File: config.mk
export PLATFORM = sky130hd
export DESIGN_NAME = uart_tx_scheduler_flat
export DESIGN_NICKNAME = d
export VERILOG_FILES = /design/src/rtl/uart_tx_scheduler_pkg.sv /design/src/rtl/uart_tx_scheduler_if.sv /design/src/rtl/uart_tx_scheduler_rr_arbiter.sv /design/src/rtl/uart_tx_scheduler.sv /design/src/flat_wrapper.sv
export SDC_FILE = /design/constraint.sdc
export NUM_CORES = 1
export LEC_CHECK = 0
export ABC_AREA = 0
export ABC_CLOCK_PERIOD_IN_PS = 3900
export BUFFER_PORTS_ARGS = -buffer_cell sky130_fd_sc_hd__buf_2
export CAP_MARGIN = 10
export CELL_PAD_IN_SITES_DETAIL_PLACEMENT = 0
export CELL_PAD_IN_SITES_GLOBAL_PLACEMENT = 1
export CORE_ASPECT_RATIO = 1.25
export CORE_MARGIN = 4
export CORE_UTILIZATION = 35
export DETAILED_ROUTE_END_ITERATION = 8
export PLACE_DENSITY = 0.7
export SYNTH_ARGS = -nofsm -noshare
export SYNTH_HDL_FRONTEND = slang
export SYNTH_SLANG_ARGS = --single-unit
export TNS_END_PERCENT = 5
File: constraint.sdc
create_clock -name clk -period 3.9 [get_ports clk]
set_clock_uncertainty 0.2 [all_clocks]
set_input_delay 0.585 -clock clk [delete_from_list [all_inputs] [get_ports clk]]
set_output_delay 0.585 -clock clk [all_outputs]
set_load 0.1 [all_outputs]
File: src/rtl/uart_tx_scheduler_pkg.sv
// Shared types and constants for the UART transmit scheduler.
package uart_tx_scheduler_pkg;

  localparam int BYTE_W = 8;

  typedef enum logic [2:0] {
    S_IDLE       = 3'd0,
    S_ARB        = 3'd1,
    S_LAUNCH     = 3'd2,
    S_WAIT_START = 3'd3,
    S_BUSY       = 3'd4,
    S_GAP        = 3'd5
  } sched_state_e;

endpackage

File: src/rtl/uart_tx_scheduler_if.sv
// Requester-side bundle: one byte lane per requester plus its valid/ready pair.
//
// Handshake: requester i raises req_valid[i] with its byte on
// req_data[8*i+7:8*i] and holds both until it sees req_ready[i] high on a
// clock edge; req_ready is a one-hot, single-cycle acceptance pulse. A byte
// is transferred on the edge where req_valid[i] and req_ready[i] are both 1.
interface uart_tx_scheduler_if
  import uart_tx_scheduler_pkg::*;
#(
  parameter int NUM_REQ = 4
);
  logic [NUM_REQ-1:0]        req_valid;
  logic [BYTE_W*NUM_REQ-1:0] req_data;
  logic [NUM_REQ-1:0]        req_ready;

  modport master (output req_valid, output req_data, input req_ready);
  modport slave  (input req_valid, input req_data, output req_ready);
endinterface

File: src/rtl/uart_tx_scheduler_rr_arbiter.sv
// Combinational round-robin picker: first set request at or after ptr, wrapping.
module rr_arbiter #(
  parameter int N = 4,
  localparam int IDX_W = $clog2(N)
) (
  input  logic [N-1:0]     req,
  input  logic [IDX_W-1:0] ptr,
  output logic [N-1:0]     gnt_onehot,
  output logic [IDX_W-1:0] gnt_idx,
  output logic             gnt_any
);

  int idx;

  // Scan from the pointer upward; the first hit wins and later hits are ignored.
  always_comb begin
    gnt_onehot = '0;
    gnt_idx    = '0;
    gnt_any    = 1'b0;
    idx        = 0;
    for (int i = 0; i < N; i++) begin
      idx = int'(ptr) + i;
      if (idx >= N) idx = idx - N;
      if (!gnt_any && req[idx]) begin
        gnt_any         = 1'b1;
        gnt_idx         = IDX_W'(idx);
        gnt_onehot[idx] = 1'b1;
      end
    end
  end

endmodule

File: src/rtl/uart_tx_scheduler.sv
// Shares one tx_uart between NUM_REQ byte requesters: round-robin grant,
// launch pulse, end-of-frame tracking and an idle guard gap between frames.
module uart_tx_scheduler
  import uart_tx_scheduler_pkg::*;
#(
  parameter int NUM_REQ       = 4,
  parameter int GAP_CLKS      = 217,
  parameter int START_TIMEOUT = 16,
  localparam int IDX_W = $clog2(NUM_REQ)
) (
  input  logic               clk,
  input  logic               rst_n,
  uart_tx_scheduler_if.slave req,
  output logic               tx_dv,
  output logic [BYTE_W-1:0]  tx_byte,
  input  logic               tx_active,
  output logic [IDX_W-1:0]   grant_id,
  output logic               busy,
  output logic               err_timeout,
  output sched_state_e       dbg_state
);

  // A zero gap never enters GAP, but the counter still needs one bit to exist.
  localparam int GAP_W = (GAP_CLKS > 0) ? $clog2(GAP_CLKS + 1) : 1;
  localparam int TMO_W = $clog2(START_TIMEOUT + 1);
  localparam logic [GAP_W-1:0] GAP_LAST = (GAP_CLKS > 0) ? GAP_W'(GAP_CLKS - 1) : '0;
  localparam logic [TMO_W-1:0] TMO_LAST = TMO_W'(START_TIMEOUT - 1);

  sched_state_e      state;
  logic [IDX_W-1:0]  rr_ptr;
  logic [GAP_W-1:0]  gap_cnt;
  logic [TMO_W-1:0]  tmo_cnt;

  logic [NUM_REQ-1:0] gnt_onehot;
  logic [IDX_W-1:0]   gnt_idx;
  logic               gnt_any;
  logic [BYTE_W-1:0]  sel_byte;
  logic [IDX_W-1:0]   next_ptr;

  rr_arbiter #(.N(NUM_REQ)) u_arb (
    .req        (req.req_valid),
    .ptr        (rr_ptr),
    .gnt_onehot (gnt_onehot),
    .gnt_idx    (gnt_idx),
    .gnt_any    (gnt_any)
  );

  assign sel_byte  = req.req_data[BYTE_W*int'(gnt_idx) +: BYTE_W];
  assign next_ptr  = (gnt_idx == IDX_W'(NUM_REQ - 1)) ? '0 : gnt_idx + 1'b1;
  assign dbg_state = state;

  // Acceptance is visible only during ARB, so a requester that drops valid
  // there simply falls out of the arbiter and is not acknowledged.
  always_comb begin
    req.req_ready = '0;
    if (state == S_ARB) req.req_ready = gnt_onehot;
  end

  // Scheduler FSM with registered launch, byte, owner, busy and error outputs.
  always_ff @(posedge clk or negedge rst_n) begin
    if (!rst_n) begin
      state       <= S_IDLE;
      rr_ptr      <= '0;
      gap_cnt     <= '0;
      tmo_cnt     <= '0;
      tx_dv       <= 1'b0;
      tx_byte     <= '0;
      grant_id    <= '0;
      busy        <= 1'b0;
      err_timeout <= 1'b0;
    end else begin
      tx_dv       <= 1'b0;
      err_timeout <= 1'b0;
      case (state)
        S_IDLE: begin
          // A frame still on the line (e.g. reset mid-frame) blocks any grant.
          if ((|req.req_valid) && !tx_active) begin
            state <= S_ARB;
            busy  <= 1'b1;
          end
        end
        S_ARB: begin
          if (gnt_any) begin
            tx_byte  <= sel_byte;
            grant_id <= gnt_idx;
            rr_ptr   <= next_ptr;
            tx_dv    <= 1'b1;
            state    <= S_LAUNCH;
          end else begin
            state <= S_IDLE;
            busy  <= 1'b0;
          end
        end
        S_LAUNCH: begin
          tmo_cnt <= '0;
          state   <= S_WAIT_START;
        end
        S_WAIT_START: begin
          if (tx_active) begin
            state <= S_BUSY;
          end else if (tmo_cnt == TMO_LAST) begin
            // Serializer never started: drop the byte and report it.
            err_timeout <= 1'b1;
            state       <= S_IDLE;
            busy        <= 1'b0;
          end else begin
            tmo_cnt <= tmo_cnt + 1'b1;
          end
        end
        S_BUSY: begin
          if (!tx_active) begin
            if (GAP_CLKS == 0) begin
              state <= S_IDLE;
              busy  <= 1'b0;
            end else begin
              gap_cnt <= '0;
              state   <= S_GAP;
            end
          end
        end
        S_GAP: begin
          if (gap_cnt == GAP_LAST) begin
            state <= S_IDLE;
            busy  <= 1'b0;
          end else begin
            gap_cnt <= gap_cnt + 1'b1;
          end
        end
        default: begin
          state <= S_IDLE;
          busy  <= 1'b0;
        end
      endcase
    end
  end

endmodule

File: src/flat_wrapper.sv
// flat-port wrapper written by rule: the top's interface ports become plain ports
module uart_tx_scheduler_flat import uart_tx_scheduler_pkg::*;
#(
  parameter int NUM_REQ       = 4,
  parameter int GAP_CLKS      = 217,
  parameter int START_TIMEOUT = 16,
  localparam int IDX_W = $clog2(NUM_REQ)
)
  (clk, rst_n, tx_dv, tx_byte, tx_active, grant_id, busy, err_timeout, dbg_state, req_req_valid, req_req_data, req_req_ready);
  uart_tx_scheduler_if #(.NUM_REQ(NUM_REQ)) req_i ();
  input  logic clk;
  input  logic rst_n;
  output logic tx_dv;
  output logic [BYTE_W-1:0] tx_byte;
  input  logic tx_active;
  output logic [IDX_W-1:0] grant_id;
  output logic busy;
  output logic err_timeout;
  output sched_state_e dbg_state;
  input wire logic [$bits(req_i.req_valid)-1:0] req_req_valid;
  input wire logic [$bits(req_i.req_data)-1:0] req_req_data;
  output wire logic [$bits(req_i.req_ready)-1:0] req_req_ready;
  assign req_i.req_valid = req_req_valid;
  assign req_i.req_data = req_req_data;
  assign req_req_ready = req_i.req_ready;
  uart_tx_scheduler #(.NUM_REQ(NUM_REQ), .GAP_CLKS(GAP_CLKS), .START_TIMEOUT(START_TIMEOUT)) u_core (.clk(clk), .rst_n(rst_n), .req(req_i), .tx_dv(tx_dv), .tx_byte(tx_byte), .tx_active(tx_active), .grant_id(grant_id), .busy(busy), .err_timeout(err_timeout), .dbg_state(dbg_state));
endmodule
Word-level counts from Yosys, hierarchy flattened --
Index checks and enable logic that the tools add are counted.
Operators by class: eq/ne operators 17, $lt $le $gt $ge 12, reduce and logical (&&, ||, !) cells 22, bitwise logic cells 4, shift operators 1, $add $sub $neg 10, muxes and demuxes 62
Operator list (count):
- greater-or-equal comparator 32 x 1 -> 1 bit (second input constant) | 4
- less-than comparator 32 x 4 -> 1 bit (second input constant) | 4
- two-way mux 32 bit | 4
- variable part select 32 x 6 -> 8 bit | 1
- two-way mux 1 bit | 26
- two-way mux 4 bit | 5
- case mux 3 bit (6 select lines) | 1
- two-way mux 8 bit | 2
- case mux 8 bit (2 select lines) | 1
- two-way mux 3 bit | 5
- two-way mux 2 bit | 6
- bitwise OR 4 bit | 3
- subtractor 3 x 3 -> 4 bit (second input constant) | 3
- two-way mux 5 bit | 2
- inequality test 2 bit (second input constant) | 5
- case mux 5 bit (2 select lines) | 1
- greater-or-equal comparator 3 bit (second input constant) | 3
- adder 8 x 1 -> 8 bit (second input constant) | 1
- binary-select mux 1 bit (select 2 bit) | 4
- demux 1 bit (select 2 bit) | 4
- equality test 8 bit (second input constant) | 1
- logical AND 1 bit | 8
- adder 2 x 2 -> 3 bit (second input constant) | 2
- equality test 3 x 2 -> 1 bit (second input constant) | 2
- 22 further kinds | 30
Storage, ports and cells: input bits 39, register bits 31, word-level logic and storage cells 137

Depth between registers and ports, before layout --
Gate-level depths: netlist of run 1.
depth after elaboration 17, gate-level depth with buffers 11, mapped depth without buffers 9

Hierarchy --
From an unflattened synthesis of run 1, not the netlist that was laid out.
Unflattened totals: cell total of the unflattened synthesis 206, area, all modules 2239.6 µm²
By module, submodules not included:
- uart_tx_scheduler | area each 1779.2 µm², cells each 158, instances 1, seq. area each 775.7 µm²
- rr_arbiter | area each 460.4 µm², cells each 48, instances 1, seq. area each 0.0 µm²

Least setup slack after synthesis of run 1 --
OpenSTA, ideal clock, no wires.
path type reg2out, from register u_core.rr_ptr[0], to output port req_req_ready[0], arrival time 3406 ps, stages on the path, launching flop included 11, setup slack -291 ps, cells stage by stage dfrtp_1 > buf_6 > inv_2 > ha_1 > buf_6 > mux4_2 > nor2b_2 > a22oi_1 > nor2_1 > a221oi_1 > nor2_1
On the way: cells in the longest elaborated chain, start to end 16, elaborated cells on any way between the ends 64, those cells by class add/sub: 7; order compare: 12; mux: 32; bitwise: 3; reduce/logical: 10
Ends and longest elaborated chain:
- start, declared | RTL line uart_tx_scheduler.sv:30 | logic [IDX_W-1:0] rr_ptr;
- start signal, assigned | RTL line uart_tx_scheduler.sv:86 | rr_ptr <= next_ptr;
- branches (longest 14 deep; another with greater-or-equal comparator 32 x 1 -> 1 bit)
- two-way mux 4 bit * | RTL line uart_tx_scheduler_rr_arbiter.sv:24 | if (!gnt_any && req[idx]) begin
- two-way mux 4 bit * | RTL line uart_tx_scheduler.sv:56 | if (state == S_ARB) req.req_ready = gnt_onehot;
- end, declared | RTL line flat_wrapper.sv:22 | output wire logic [$bits(req_i.req_ready)-1:0] req_req_ready;
Every way passes the cells marked *. The select of a mux whose other input is x is not followed.

Final worst setup path of run 1 --
from register u_core.rr_ptr[1], to output port req_req_ready[2]
Same word-level chain as after synthesis.

==> flow_summary.html, run 1 <==
<table>
<tr><th>Metric</th><th>Value</th></tr>
<tr><th colspan="2">Run status</th></tr>
<tr><td>Status</td><td>finished, final reports clean</td></tr>
<tr><th colspan="2">Timing</th></tr>
<tr><td>Max Transition Viols Final</td><td>0</td></tr>
<tr><td>Number of setup violations in the final report</td><td>0</td></tr>
<tr><td>RSZ-0062 raised after global routing</td><td>false</td></tr>
<tr><td>Hold_ws</td><td>approximately 0.14 ns</td></tr>
<tr><td>Max Fclk</td><td>272 MHz</td></tr>
<tr><td>Slew Limit Headroom</td><td>46.3%</td></tr>
<tr><td>Ratio of final minimum period to clock period</td><td>94.4%</td></tr>
<tr><td>Slew @ Worst Pin</td><td>a little under 0.8 ns</td></tr>
<tr><td>Time the final worst path needs with I/O delays and setup</td><td>around 3.7 ns</td></tr>
<tr><td>Final-report hold violation count</td><td>0</td></tr>
<tr><th colspan="2">Synth</th></tr>
<tr><td>Register bit count reported by yosys</td><td>31</td></tr>
<tr><td>YS warnings</td><td>0</td></tr>
<tr><td>Net count after synthesis</td><td>slightly below 300</td></tr>
<tr><td>Synthesized netlist cell count</td><td>242</td></tr>
<tr><td>Proportion of netlist area held by the largest area contributor</td><td>34.6%</td></tr>
<tr><td>Summed instance area of the synthesized netlist</td><td>between 2000 and 2500 um2</td></tr>
<tr><td>Count of flip-flops with a built-in enable after synthesis</td><td>0</td></tr>
<tr><td>Post-synth top cells</td><td>sky130_fd_sc_hd__nor2_1, sky130_fd_sc_hd__dfrtp_1, sky130_fd_sc_hd__nand2_1</td></tr>
<tr><td>Synth unique cells</td><td>59</td></tr>
<tr><td>Leading cell type by number of instances after synthesis</td><td>sky130_fd_sc_hd__nor2_1</td></tr>
<tr><td>Most instantiated flip-flop cell in the synthesis netlist</td><td>sky130_fd_sc_hd__dfrtp_1</td></tr>
<tr><td>Seq/Total Area, Yosys</td><td>34.6%</td></tr>
<tr><td>Cells taking the most area after synthesis</td><td>sky130_fd_sc_hd__dfrtp_1, sky130_fd_sc_hd__nor2_1, sky130_fd_sc_hd__mux2i_1, sky130_fd_sc_hd__a211oi_1, sky130_fd_sc_hd__ha_1</td></tr>
<tr><td>Cell type with the largest total area after synthesis</td><td>sky130_fd_sc_hd__dfrtp_1</td></tr>
<tr><td>Mean Syn Cell Area</td><td>9.28 um2</td></tr>
<tr><td>Post-synth ARST share</td><td>100%</td></tr>
<tr><th colspan="2">Finish</th></tr>
<tr><td>Final antenna diode count</td><td>0</td></tr>
<tr><td>Share of post-route cells with drive strength above 1</td><td>30.7%</td></tr>
<tr><td>Area growth from synthesis to final layout</td><td>22.0%</td></tr>
<tr><td>Fin cells</td><td>381</td></tr>
<tr><td># nets final</td><td>~340</td></tr>
<tr><th colspan="2">Min path</th></tr>
<tr><td>Type of the most critical hold path</td><td>in2async</td></tr>
<tr><th colspan="2">Setup path</th></tr>
<tr><td>Startpoint types</td><td>flop</td></tr>
<tr><td>Worst path buffer plus inverter count</td><td>2</td></tr>
<tr><td>Cell with the most instances on the worst path</td><td>sky130_fd_sc_hd__nor2_1</td></tr>
<tr><td>Data required time at the worst endpoint</td><td>3.12 ns</td></tr>
<tr><td>Nature of the critical path endpoint</td><td>output port</td></tr>
<tr><td>Slowest Stage Delay on Critical Path</td><td>~0.63 ns</td></tr>
<tr><td>Worst Setup Path Type</td><td>reg2out</td></tr>
<tr><td>Arrival time worst endpoint</td><td>2.90 ns</td></tr>
<tr><td>Critical-path maximum fanout</td><td>8</td></tr>
<tr><td>Critical path's slowest cell</td><td>sky130_fd_sc_hd__mux4_2</td></tr>
<tr><td>Kind of cell adding the most delay to the critical path</td><td>multiplexers</td></tr>
<tr><td>Reg2reg setup slack</td><td>0.62 ns</td></tr>
<tr><td>Critical path cell sequence</td><td>inv_1 -&gt; ha_2 -&gt; mux4_2 -&gt; nor2b_4 -&gt; a22oi_1 -&gt; nor2_1 -&gt; a221oi_1 -&gt; nor2_1 -&gt; buf_12</td></tr>
<tr><th colspan="2">CTS</th></tr>
<tr><td>Total number of clock tree sinks</td><td>31</td></tr>
<tr><td>Clock tree from TritonCTS</td><td>built</td></tr>
<tr><td>Inserted Clock Buffers</td><td>5</td></tr>
<tr><td>Root Buffer</td><td>sky130_fd_sc_hd__clkbuf_8</td></tr>
<tr><td>Clock latency on the worst-skew pair</td><td>0.29 ns</td></tr>
<tr><td>Hold-fix buffers at CTS</td><td>0</td></tr>
<tr><td>Clock slew at reported path FFs</td><td>0.07 ns</td></tr>
<tr><td>Count of H-tree levels built during CTS</td><td>2</td></tr>
<tr><td>Buffer levels on the longest clock path</td><td>2</td></tr>
<tr><th colspan="2">Die</th></tr>
<tr><td>Starting density of the core</td><td>36.2%</td></tr>
<tr><td>Area of the die</td><td>7770 um2</td></tr>
<tr><td>Die width</td><td>79.6 um</td></tr>
<tr><td>CORE AREA</td><td>6210 um2</td></tr>
<tr><td>I/O Pins</td><td>59</td></tr>
<tr><td>Total number of placement rows</td><td>32</td></tr>
<tr><td>Height of the die</td><td>97.5 um</td></tr>
<tr><th colspan="2">GRT</th></tr>
<tr><td>GR Overflow Total</td><td>0</td></tr>
<tr><td>Number of global-route vias before repair</td><td>1,952</td></tr>
<tr><td>Total GRT Usage</td><td>14.6%</td></tr>
<tr><td>Pin count of the biggest net entering global routing</td><td>32</td></tr>
<tr><td>Initial antenna violation count</td><td>0</td></tr>
<tr><td>Wire length of the first global-routing pass</td><td>around 9.2 mm</td></tr>
<tr><th colspan="2">Drt</th></tr>
<tr><td>Total routed wirelength</td><td>5.37 mm</td></tr>
<tr><td>Average vias per placed instance</td><td>between 5 and 6</td></tr>
<tr><td>Antenna Violating Nets Remaining</td><td>0</td></tr>
<tr><td>Number of detailed-routing iterations run before antenna repair</td><td>4</td></tr>
<tr><td>Final routed wire length divided by cell count</td><td>14.1 um</td></tr>
<tr><td>DRC viols</td><td>0</td></tr>
<tr><td>Detailed-route via count</td><td>1,986</td></tr>
<tr><td>Number of DRC violations after detailed-routing iteration 0</td><td>57</td></tr>
<tr><th colspan="2">Placement</th></tr>
<tr><td>Number of placed cells counting well taps</td><td>373</td></tr>
<tr><td>Buffers added on ports</td><td>58</td></tr>
<tr><td>GP Congestion</td><td>0.752</td></tr>
<tr><td>Placed wire-length estimate</td><td>just over 4 mm</td></tr>
<tr><th colspan="2">Job</th></tr>
<tr><td>Total of max-cap violations</td><td>0</td></tr>
</table>
## routing by layer
layer  wire length, um  up-vias  track usage, %
li1                  -      991               -
met1              2290      928            18.0
met2              2670       59            24.7
met3               332        8            3.71
met4                76        0            4.37
met5                 0        -               0
## sequential cells by signal, summed over array words and instances (netlist names)
register / cells
u_core.busy: 1
u_core.gap_cnt: 8
u_core.grant_id: 2
u_core.tx_byte: 8
u_core.err_timeout: 1
u_core.dbg_state: 3
u_core.rr_ptr: 2
u_core.tmo_cnt: 5
u_core.tx_dv: 1
## metrics by stage
step	setup TNS, ns	worst slack, ns	area [um2]	util, %
finish	0	0.218	2740	44.1
CTS	0	0.0838	2730	44.0
global route	0	0.0696	2740	44.1
global placement	0	0.498	2610	42.1
floorplan	-0.873	-0.291	2250	-
detailed placement	0	0.423	2610	42.1
## layout by cell type, fill, tap and decap left out, types with 7 or more instances in the layout
cell / count
sky130_fd_sc_hd__mux2i_1: 11
sky130_fd_sc_hd__nor2_1: 32
sky130_fd_sc_hd__o21ai_0: 8
sky130_fd_sc_hd__inv_1: 7
sky130_fd_sc_hd__a21oi_1: 13
sky130_fd_sc_hd__ha_1: 7
sky130_fd_sc_hd__a211oi_1: 14
sky130_fd_sc_hd__nand2_1: 26
sky130_fd_sc_hd__buf_2: 54
sky130_fd_sc_hd__dfrtp_1: 31
## final cells by class
class | instances | area (um2)
Multi-Input combinational cell | 188 | 1340
Fill cell | 626 | 3470
Clock buffer | 6 | 82.6
Clock inverter | 2 | 35.0
Tap cell | 85 | 106
Inverter | 8 | 30.0
Timing Repair Buffer | 61 | 373
Sequential cell | 31 | 776
## path summary, 6_finish.rpt
path,start,end,cells after the start
worst max register to register,u_core.rr_ptr[1],u_core.tx_byte[6],8
min in group clk,u_core.grant_id[1],u_core.grant_id[1],2
worst min-delay path,rst_n,u_core.busy,1
worst min register to register,u_core.grant_id[1],u_core.grant_id[1],2
worst max-delay path,u_core.rr_ptr[1],req_req_ready[2],9
max in group asynchronous,rst_n,u_core.gap_cnt[0],1
## what timing repair did
| item | 4_1_cts | 5_1_grt |
|---|---|---|
| endpoints found under the hold margin | 0 | 0 |
| setup endpoints to repair | 0 | 4 |
| gates resized for setup | 0 | 2 |
| setup buffers | 0 | 0 |
## kinds of logic (layout without fill, tap and decap cells)
logic type | after synthesis | count (layout) | synth area share (%)
AND/OR/NAND/NOR | 87 | 87 | 19.0
multiplexers | 18 | 18 | 10.1
AO/OA/AOI/OAI | 68 | 68 | 22.8
flip-flops | 31 | 31 | 34.6
adder cells (fa/ha/maj) | 8 | 8 | 4.46
buffers and inverters | 23 | 77 | 6.41
XOR/XNOR | 7 | 7 | 2.73
Power of run 1 is not shown: default switching activity piles up to over one toggle a cycle in this logic, so the estimate is an artifact.
==> inputs of run 2 (changes only) <==
--- a/config.mk
+++ b/config.mk
@@ -5,7 +5,7 @@
 export SDC_FILE = /design/constraint.sdc
 export NUM_CORES = 1
 export LEC_CHECK = 0
-export ABC_AREA = 0
+export ABC_AREA = 1
 export ABC_CLOCK_PERIOD_IN_PS = 3900
 export BUFFER_PORTS_ARGS = -buffer_cell sky130_fd_sc_hd__buf_2
 export CAP_MARGIN = 10
@@ -14,8 +14,10 @@
 export CORE_ASPECT_RATIO = 1.25
 export CORE_MARGIN = 4
 export CORE_UTILIZATION = 35
+export CTS_CLUSTER_SIZE = 10
 export DETAILED_ROUTE_END_ITERATION = 8
-export PLACE_DENSITY = 0.7
+export MAX_ROUTING_LAYER = met4
+export PLACE_DENSITY = 0.74
 export SYNTH_ARGS = -nofsm -noshare
 export SYNTH_HDL_FRONTEND = slang
 export SYNTH_SLANG_ARGS = --single-unit
==> flow_summary.html, run 2 <==
<table>
<tr><th>Metric</th><th>Value</th></tr>
<tr><th colspan="2">Run status</th></tr>
<tr><td>Status</td><td>finished, final reports clean</td></tr>
<tr><th colspan="2">CTS</th></tr>
<tr><td>Post-CTS Setup Bufs</td><td>0</td></tr>
<tr><td>Clock slew at reported path FFs</td><td>0.07 ns</td></tr>
<tr><td>Buffer levels on the longest clock path</td><td>2</td></tr>
<tr><td>Count of H-tree levels built during CTS</td><td>2</td></tr>
<tr><td>Clock latency on the worst-skew pair</td><td>0.28 ns</td></tr>
<tr><td>Post-cts repair resize count</td><td>0</td></tr>
<tr><td>Hold-fix buffers at CTS</td><td>0</td></tr>
<tr><td>Clock tree from TritonCTS</td><td>built</td></tr>
<tr><td>Inserted Clock Buffers</td><td>5</td></tr>
<tr><td>Root Buffer</td><td>sky130_fd_sc_hd__clkbuf_8</td></tr>
<tr><td>Total number of clock tree sinks</td><td>31</td></tr>
<tr><th colspan="2">Finish</th></tr>
<tr><td>Top library cells by usage in the layout, fill and taps aside</td><td>sky130_fd_sc_hd__nand2_1, sky130_fd_sc_hd__buf_2, sky130_fd_sc_hd__inv_1</td></tr>
<tr><td>Final antenna diode count</td><td>0</td></tr>
<tr><td># nets final</td><td>429</td></tr>
<tr><td>Fill cells</td><td>682</td></tr>
<tr><td>Share of post-route cells with drive strength above 1</td><td>24.0%</td></tr>
<tr><td>Registers with the highest flip-flop counts</td><td>u_core.gap_cnt (8), u_core.tx_byte (8), u_core.tmo_cnt (5)</td></tr>
<tr><td>Area growth from synthesis to final layout</td><td>20.3%</td></tr>
<tr><td>Commonest non-fill, non-tap cell in the layout</td><td>sky130_fd_sc_hd__nand2_1</td></tr>
<tr><th colspan="2">Synth</th></tr>
<tr><td>Proportion of netlist area held by the largest area contributor</td><td>34.2%</td></tr>
<tr><td>YS warnings</td><td>0</td></tr>
<tr><td>Count of flip-flops with a built-in enable after synthesis</td><td>0</td></tr>
<tr><td>Summed instance area of the synthesized netlist</td><td>2270 um2</td></tr>
<tr><td>Cell type with the largest total area after synthesis</td><td>sky130_fd_sc_hd__dfrtp_1</td></tr>
<tr><td>Cells taking the most area after synthesis</td><td>sky130_fd_sc_hd__dfrtp_1, sky130_fd_sc_hd__nand2_1, sky130_fd_sc_hd__inv_1, sky130_fd_sc_hd__nand3_1, sky130_fd_sc_hd__ha_1</td></tr>
<tr><td>Leading cell type by number of instances after synthesis</td><td>sky130_fd_sc_hd__nand2_1</td></tr>
<tr><td>Register bit count reported by yosys</td><td>31</td></tr>
<tr><td>Synth unique cells</td><td>40</td></tr>
<tr><td>Post-synth top cells</td><td>sky130_fd_sc_hd__nand2_1, sky130_fd_sc_hd__inv_1, sky130_fd_sc_hd__nand3_1</td></tr>
<tr><td>Most instantiated flip-flop cell in the synthesis netlist</td><td>sky130_fd_sc_hd__dfrtp_1</td></tr>
<tr><td>Seq/Total Area, Yosys</td><td>approximately 34%</td></tr>
<tr><td>Synthesized netlist cell count</td><td>321</td></tr>
<tr><td>Net count after synthesis</td><td>368</td></tr>
<tr><td>Post-synth ARST share</td><td>100%</td></tr>
<tr><td>Mean Syn Cell Area</td><td>slightly above 7 um2</td></tr>
<tr><th colspan="2">Die</th></tr>
<tr><td>Die width</td><td>between 70 and 80 um</td></tr>
<tr><td>Total number of placement rows</td><td>32</td></tr>
<tr><td>Starting density of the core</td><td>around 36%</td></tr>
<tr><td>CORE AREA</td><td>6250 um2</td></tr>
<tr><td>Height of the die</td><td>98.0 um</td></tr>
<tr><td>Area of the die</td><td>7830 um2</td></tr>
<tr><td>I/O Pins</td><td>59</td></tr>
<tr><th colspan="2">Timing</th></tr>
<tr><td>RSZ-0062 raised after global routing</td><td>false</td></tr>
<tr><td>Final-report hold violation count</td><td>0</td></tr>
<tr><td>Ratio of final minimum period to clock period</td><td>89.1%</td></tr>
<tr><td>Final setup TNS</td><td>0 ns</td></tr>
<tr><td>Slew @ Worst Pin</td><td>about 0.67 ns</td></tr>
<tr><td>Max Transition Viols Final</td><td>0</td></tr>
<tr><td>Max Fclk</td><td>288 MHz</td></tr>
<tr><td>Slew Limit Headroom</td><td>55.5%</td></tr>
<tr><td>Number of setup violations in the final report</td><td>0</td></tr>
<tr><td>Time the final worst path needs with I/O delays and setup</td><td>3.48 ns</td></tr>
<tr><th colspan="2">Drt</th></tr>
<tr><td>DRC viols</td><td>0</td></tr>
<tr><td>Antenna Violating Nets Remaining</td><td>0</td></tr>
<tr><td>Total routed wirelength</td><td>between 5 and 6 mm</td></tr>
<tr><td>Number of DRC violations after detailed-routing iteration 0</td><td>about 100</td></tr>
<tr><td>Final routed wire length divided by cell count</td><td>11.5 um</td></tr>
<tr><td>Detailed-route via count</td><td>2,170</td></tr>
<tr><td>Number of detailed-routing iterations run before antenna repair</td><td>4</td></tr>
<tr><td>Average vias per placed instance</td><td>4.64</td></tr>
<tr><th colspan="2">GRT</th></tr>
<tr><td>Total GRT Usage</td><td>around 15%</td></tr>
<tr><td>Number of global-route vias before repair</td><td>2,017</td></tr>
<tr><td>Initial antenna violation count</td><td>0</td></tr>
<tr><td>GR Overflow Total</td><td>0</td></tr>
<tr><td>Wire length of the first global-routing pass</td><td>~9.2 mm</td></tr>
<tr><td>Pin count of the biggest net entering global routing</td><td>32</td></tr>
<tr><th colspan="2">Setup path</th></tr>
<tr><td>Critical-path maximum fanout</td><td>13</td></tr>
<tr><td>Startpoint types</td><td>flop</td></tr>
<tr><td>Data required time at the worst endpoint</td><td>3.12 ns</td></tr>
<tr><td>Worst Setup Path Type</td><td>reg2out</td></tr>
<tr><td>Arrival time worst endpoint</td><td>2.69 ns</td></tr>
<tr><td>Nature of the critical path endpoint</td><td>output port</td></tr>
<tr><th colspan="2">Placement</th></tr>
<tr><td>GP Congestion</td><td>about 0.84</td></tr>
<tr><td>Placed wire-length estimate</td><td>4.36 mm</td></tr>
<tr><td>Buffers added on ports</td><td>58</td></tr>
<tr><th colspan="2">Job</th></tr>
<tr><td>Total of max-cap violations</td><td>0</td></tr>
<tr><th colspan="2">Min path</th></tr>
<tr><td>Type of the most critical hold path</td><td>in2async</td></tr>
</table>
[run 2: changes by cell type after synthesis, moves of 6 or more]
cell	change
sky130_fd_sc_hd__mux2i_1	-11
sky130_fd_sc_hd__nand4_1	+7
sky130_fd_sc_hd__inv_1	+44
sky130_fd_sc_hd__a211oi_1	-14
sky130_fd_sc_hd__nand3_1	+30
sky130_fd_sc_hd__nor2_1	-9
sky130_fd_sc_hd__nor3_1	+6
sky130_fd_sc_hd__nand2_1	+60
sky130_fd_sc_hd__a21oi_1	-6
[run 2: cells by family after synthesis]
kind of cell / Yosys count / share of synthesized area (%)
adder cells (fa/ha/maj): 8 / 4.42
buffers and inverters: 61 / 11.5
multiplexers: 2 / 0.994
XOR/XNOR: 5 / 1.93
AND/OR/NAND/NOR: 185 / 38.4
AO/OA/AOI/OAI: 29 / 8.45
flip-flops: 31 / 34.2
[run 2: final cells by class]
type | count | area (um2) | area share (%)
Multi-Input combinational cell | 229 | 1230 | 45.1
Clock inverter | 1 | 7.51 | 0.275
Timing Repair Buffer | 59 | 298 | 10.9
Sequential cell | 31 | 776 | 28.5
Tap cell | 85 | 106 | 3.90
Inverter | 56 | 213 | 7.81
Clock buffer | 7 | 96.3 | 3.54
[run 2: critical path, stage by stage, from the launching register on]
cell	delay, ns
sky130_fd_sc_hd__dfrtp_1	0.57
sky130_fd_sc_hd__inv_4	0.15
sky130_fd_sc_hd__ha_1	0.39
sky130_fd_sc_hd__inv_1	0.12
sky130_fd_sc_hd__nand3_1	0.09
sky130_fd_sc_hd__nand2_2	0.09
sky130_fd_sc_hd__nand4_1	0.23
sky130_fd_sc_hd__o221ai_1	0.23
sky130_fd_sc_hd__nand2_1	0.07
sky130_fd_sc_hd__inv_1	0.05
sky130_fd_sc_hd__buf_2	0.41
[run 2: path summary, 6_finish.rpt]
path / startpoint / endpoint / slack (ns) / depth (start not counted)
max: u_core.rr_ptr[0] / req_req_ready[2] / 0.42 / 10
min: rst_n / u_core.dbg_state[2] / 0.13 / 1
max reg2reg: u_core.rr_ptr[0] / u_core.tx_byte[4] / 1.23 / 12
min reg2reg: u_core.busy / u_core.busy / 0.27 / 2
max in group asynchronous: rst_n / u_core.gap_cnt[0] / 2.92 / 1
min in group clk: u_core.busy / u_core.busy / 0.27 / 2
[run 2: per-stage QoR]
stage / util [%] / instances / hold WS (ns) / setup WS, ns / area [um2]
global placement: 42.0 / 460 / 0.267 / 0.793 / 2620
CTS: 43.6 / 468 / 0.160 / 0.416 / 2730
detailed placement: 42.0 / 460 / 0.261 / 0.731 / 2620
floorplan: - / 321 / 0.0894 / 0.813 / 2270
global route: 43.6 / 468 / 0.203 / 0.201 / 2730
finish: 43.6 / 468 / 0.135 / 0.423 / 2730
[run 2: metal layers]
layer	part of all wire [%]	GRT usage, %	vias up
li1	-	-	1159
met1	49	20.1	946
met2	45	22.6	58
met3	5.6	3.41	7
met4	1.2	4.03	0
met5	0	-	-
Power of run 2 is left out for the same reason.
==> inputs of run 3 (changes only) <==
--- a/config.mk
+++ b/config.mk
@@ -13,11 +13,11 @@
 export CELL_PAD_IN_SITES_GLOBAL_PLACEMENT = 1
 export CORE_ASPECT_RATIO = 1.25
 export CORE_MARGIN = 4
-export CORE_UTILIZATION = 35
+export CORE_UTILIZATION = 37
 export CTS_CLUSTER_SIZE = 10
 export DETAILED_ROUTE_END_ITERATION = 8
 export MAX_ROUTING_LAYER = met4
-export PLACE_DENSITY = 0.74
+export PLACE_DENSITY = 0.77
 export SYNTH_ARGS = -nofsm -noshare
 export SYNTH_HDL_FRONTEND = slang
 export SYNTH_SLANG_ARGS = --single-unit
==> flow_summary.html, run 3 (synthesis results as in run 2) <==
<table>
<tr><th>Metric</th><th>Value</th></tr>
<tr><th colspan="2">Run status</th></tr>
<tr><td>Status</td><td>finished, final reports clean</td></tr>
<tr><th colspan="2">Placement</th></tr>
<tr><td>DP Area</td><td>2620 um2</td></tr>
<tr><td>Buffers added on ports</td><td>a little under 60</td></tr>
<tr><td>GP Congestion</td><td>0.869</td></tr>
<tr><td>Setup slack at placement</td><td>0.720 ns</td></tr>
<tr><td>Placed wire-length estimate</td><td>around 4.3 mm</td></tr>
<tr><th colspan="2">Setup path</th></tr>
<tr><td>Kind of cell adding the most delay to the critical path</td><td>buffers and inverters</td></tr>
<tr><td>Slowest Stage Delay on Critical Path</td><td>0.57 ns</td></tr>
<tr><td>Worst flop-to-flop path startpoint</td><td>u_core.rr_ptr[0]</td></tr>
<tr><td>Worst path buffer plus inverter count</td><td>4</td></tr>
<tr><td>Endpoint of the most critical register-to-register path</td><td>u_core.tx_byte[5]</td></tr>
<tr><td>Critical path cell sequence</td><td>inv_4 -&gt; ha_1 -&gt; inv_1 -&gt; nand3_1 -&gt; nand2_1 -&gt; nor2_1 -&gt; nand2_1 -&gt; o221ai_1 -&gt; nand2_1 -&gt; inv_1 -&gt; buf_2</td></tr>
<tr><td>Nature of the critical path endpoint</td><td>output port</td></tr>
<tr><td>Endpoint of the worst setup timing path</td><td>req_req_ready[3]</td></tr>
<tr><td>Worst Setup Path Type</td><td>reg2out</td></tr>
<tr><td>Crit path from</td><td>u_core.rr_ptr[0]</td></tr>
<tr><td>Total number of cells along the worst setup path</td><td>11</td></tr>
<tr><td>Startpoint types</td><td>flop</td></tr>
<tr><td>Critical path's slowest cell</td><td>sky130_fd_sc_hd__dfrtp_1</td></tr>
<tr><td>Arrival time worst endpoint</td><td>2.72 ns</td></tr>
<tr><td>Data required time at the worst endpoint</td><td>3.12 ns</td></tr>
<tr><td>Cell with the most instances on the worst path</td><td>sky130_fd_sc_hd__nand2_1</td></tr>
<tr><td>Critical-path maximum fanout</td><td>13</td></tr>
<tr><td>Reg2reg setup slack</td><td>1.20 ns</td></tr>
<tr><td>Worst Reg2Reg Path Length in Cells</td><td>12</td></tr>
<tr><th colspan="2">Finish</th></tr>
<tr><td>Commonest non-fill, non-tap cell in the layout</td><td>sky130_fd_sc_hd__nand2_1</td></tr>
<tr><td>Registers with the highest flip-flop counts</td><td>u_core.gap_cnt (8), u_core.tx_byte (8), u_core.tmo_cnt (5)</td></tr>
<tr><td>Top library cells by usage in the layout, fill and taps aside</td><td>sky130_fd_sc_hd__nand2_1, sky130_fd_sc_hd__buf_2, sky130_fd_sc_hd__inv_1</td></tr>
<tr><td>Area growth from synthesis to final layout</td><td>20.1%</td></tr>
<tr><td>Fill cells</td><td>~650</td></tr>
<tr><td>Share of post-route cells with drive strength above 1</td><td>24.0%</td></tr>
<tr><td># nets final</td><td>about 430</td></tr>
<tr><td>Final antenna diode count</td><td>0</td></tr>
<tr><td>Finished layout cell area</td><td>2720 um2</td></tr>
<tr><th colspan="2">Die</th></tr>
<tr><td>Total number of placement rows</td><td>31</td></tr>
<tr><td>Starting density of the core</td><td>just under 40%</td></tr>
<tr><td>Die width</td><td>78.0 um</td></tr>
<tr><td>Height of the die</td><td>95.5 um</td></tr>
<tr><td>CORE AREA</td><td>5860 um2</td></tr>
<tr><td>I/O Pins</td><td>59</td></tr>
<tr><td>Area of the die</td><td>roughly 7400 um2</td></tr>
<tr><th colspan="2">Drt</th></tr>
<tr><td>Average vias per placed instance</td><td>between 4 and 5</td></tr>
<tr><td>Final routed wire length divided by cell count</td><td>11.7 um</td></tr>
<tr><td>Number of detailed-routing iterations run before antenna repair</td><td>4</td></tr>
<tr><td>Detailed-route via count</td><td>2,197</td></tr>
<tr><td>Antenna Violating Nets Remaining</td><td>0</td></tr>
<tr><td>DRC viols</td><td>0</td></tr>
<tr><td>Total routed wirelength</td><td>5.44 mm</td></tr>
<tr><td>Number of DRC violations after detailed-routing iteration 0</td><td>58</td></tr>
<tr><th colspan="2">Timing</th></tr>
<tr><td>Final setup TNS</td><td>0 ns</td></tr>
<tr><td>RSZ-0062 raised after global routing</td><td>false</td></tr>
<tr><td>Max Fclk</td><td>286 MHz</td></tr>
<tr><td>Final-report hold violation count</td><td>0</td></tr>
<tr><td>Slew Limit Headroom</td><td>a little over half</td></tr>
<tr><td>Post-route setup slack</td><td>0.398 ns</td></tr>
<tr><td>Hold_ws</td><td>0.141 ns</td></tr>
<tr><td>Max Transition Viols Final</td><td>0</td></tr>
<tr><td>Ratio of final minimum period to clock period</td><td>89.8%</td></tr>
<tr><td>Time the final worst path needs with I/O delays and setup</td><td>3.50 ns</td></tr>
<tr><td>Slew @ Worst Pin</td><td>0.694 ns</td></tr>
<tr><td>Number of setup violations in the final report</td><td>0</td></tr>
<tr><th colspan="2">CTS</th></tr>
<tr><td>Count of H-tree levels built during CTS</td><td>2</td></tr>
<tr><td>Hold-fix buffers at CTS</td><td>0</td></tr>
<tr><td>Total number of clock tree sinks</td><td>31</td></tr>
<tr><td>Clock slew at reported path FFs</td><td>about 0.07 ns</td></tr>
<tr><td>Inserted Clock Buffers</td><td>5</td></tr>
<tr><td>Post-CTS Setup Bufs</td><td>0</td></tr>
<tr><td>Post-cts repair resize count</td><td>0</td></tr>
<tr><td>Clock tree from TritonCTS</td><td>built</td></tr>
<tr><td>Buffer levels on the longest clock path</td><td>2</td></tr>
<tr><td>Root Buffer</td><td>sky130_fd_sc_hd__clkbuf_8</td></tr>
<tr><td>Clock latency on the worst-skew pair</td><td>about 0.28 ns</td></tr>
<tr><th colspan="2">GRT</th></tr>
<tr><td>Pin count of the biggest net entering global routing</td><td>32</td></tr>
<tr><td>Initial antenna violation count</td><td>0</td></tr>
<tr><td>Wire length of the first global-routing pass</td><td>around 9.1 mm</td></tr>
<tr><td>Total GRT Usage</td><td>15.3%</td></tr>
<tr><td>GR Overflow Total</td><td>0</td></tr>
<tr><td>Number of global-route vias before repair</td><td>2,043</td></tr>
<tr><th colspan="2">Min path</th></tr>
<tr><td>Type of the most critical hold path</td><td>in2async</td></tr>
<tr><th colspan="2">Job</th></tr>
<tr><td>Total of max-cap violations</td><td>0</td></tr>
</table>
==> run 3: cell counts in the layout (fill, tap and decap cells not counted) <==
Identical to the previous run, type by type.
==> run 3: area by class of cell <==
class	count	area, um2	share of cell area (%)
multi-input combinational	229	1230	45.1
sequential	31	776	28.5
timing repair buffer	59	298	10.9
inverter	56	213	7.82
tap	82	103	3.77
clock buffer	7	96.3	3.54
clock inverter	1	7.51	0.276
==> run 3: metal layers <==
layer | vias to the layer above | wire, um | part of all wire (%) | global-route usage (%)
met5 | - | 0 | 0 | -
met4 | 0 | 53 | 0.97 | 3.94
met3 | 4 | 261 | 4.8 | 2.65
met2 | 64 | 2530 | 47 | 26.0
met1 | 981 | 2590 | 48 | 19.1
li1 | 1148 | - | - | -
==> run 3: worst min-delay path by stage <==
| stage | from | end | slack, ns | depth (start not counted) |
|---|---|---|---|---|
| floorplan | rst_n | u_core.busy | 0.09 | 0 |
| global placement | u_core.busy | u_core.busy | 0.26 | 2 |
| detailed placement | u_core.busy | u_core.busy | 0.26 | 2 |
| CTS | rst_n | u_core.tmo_cnt[1] | 0.17 | 1 |
| global route | rst_n | u_core.tmo_cnt[1] | 0.20 | 1 |
| finish | rst_n | u_core.tmo_cnt[1] | 0.14 | 1 |
==> run 3: metrics by stage <==
stage / std cells / util (%)
2_1_floorplan: 321 / -
3_3_place_gp: 457 / 44.7
3_5_place_dp: 457 / 44.7
4_1_cts: 465 / 46.5
5_1_grt: 465 / 46.5
6_report: 465 / 46.5
Power of run 3 is left out for the same reason.
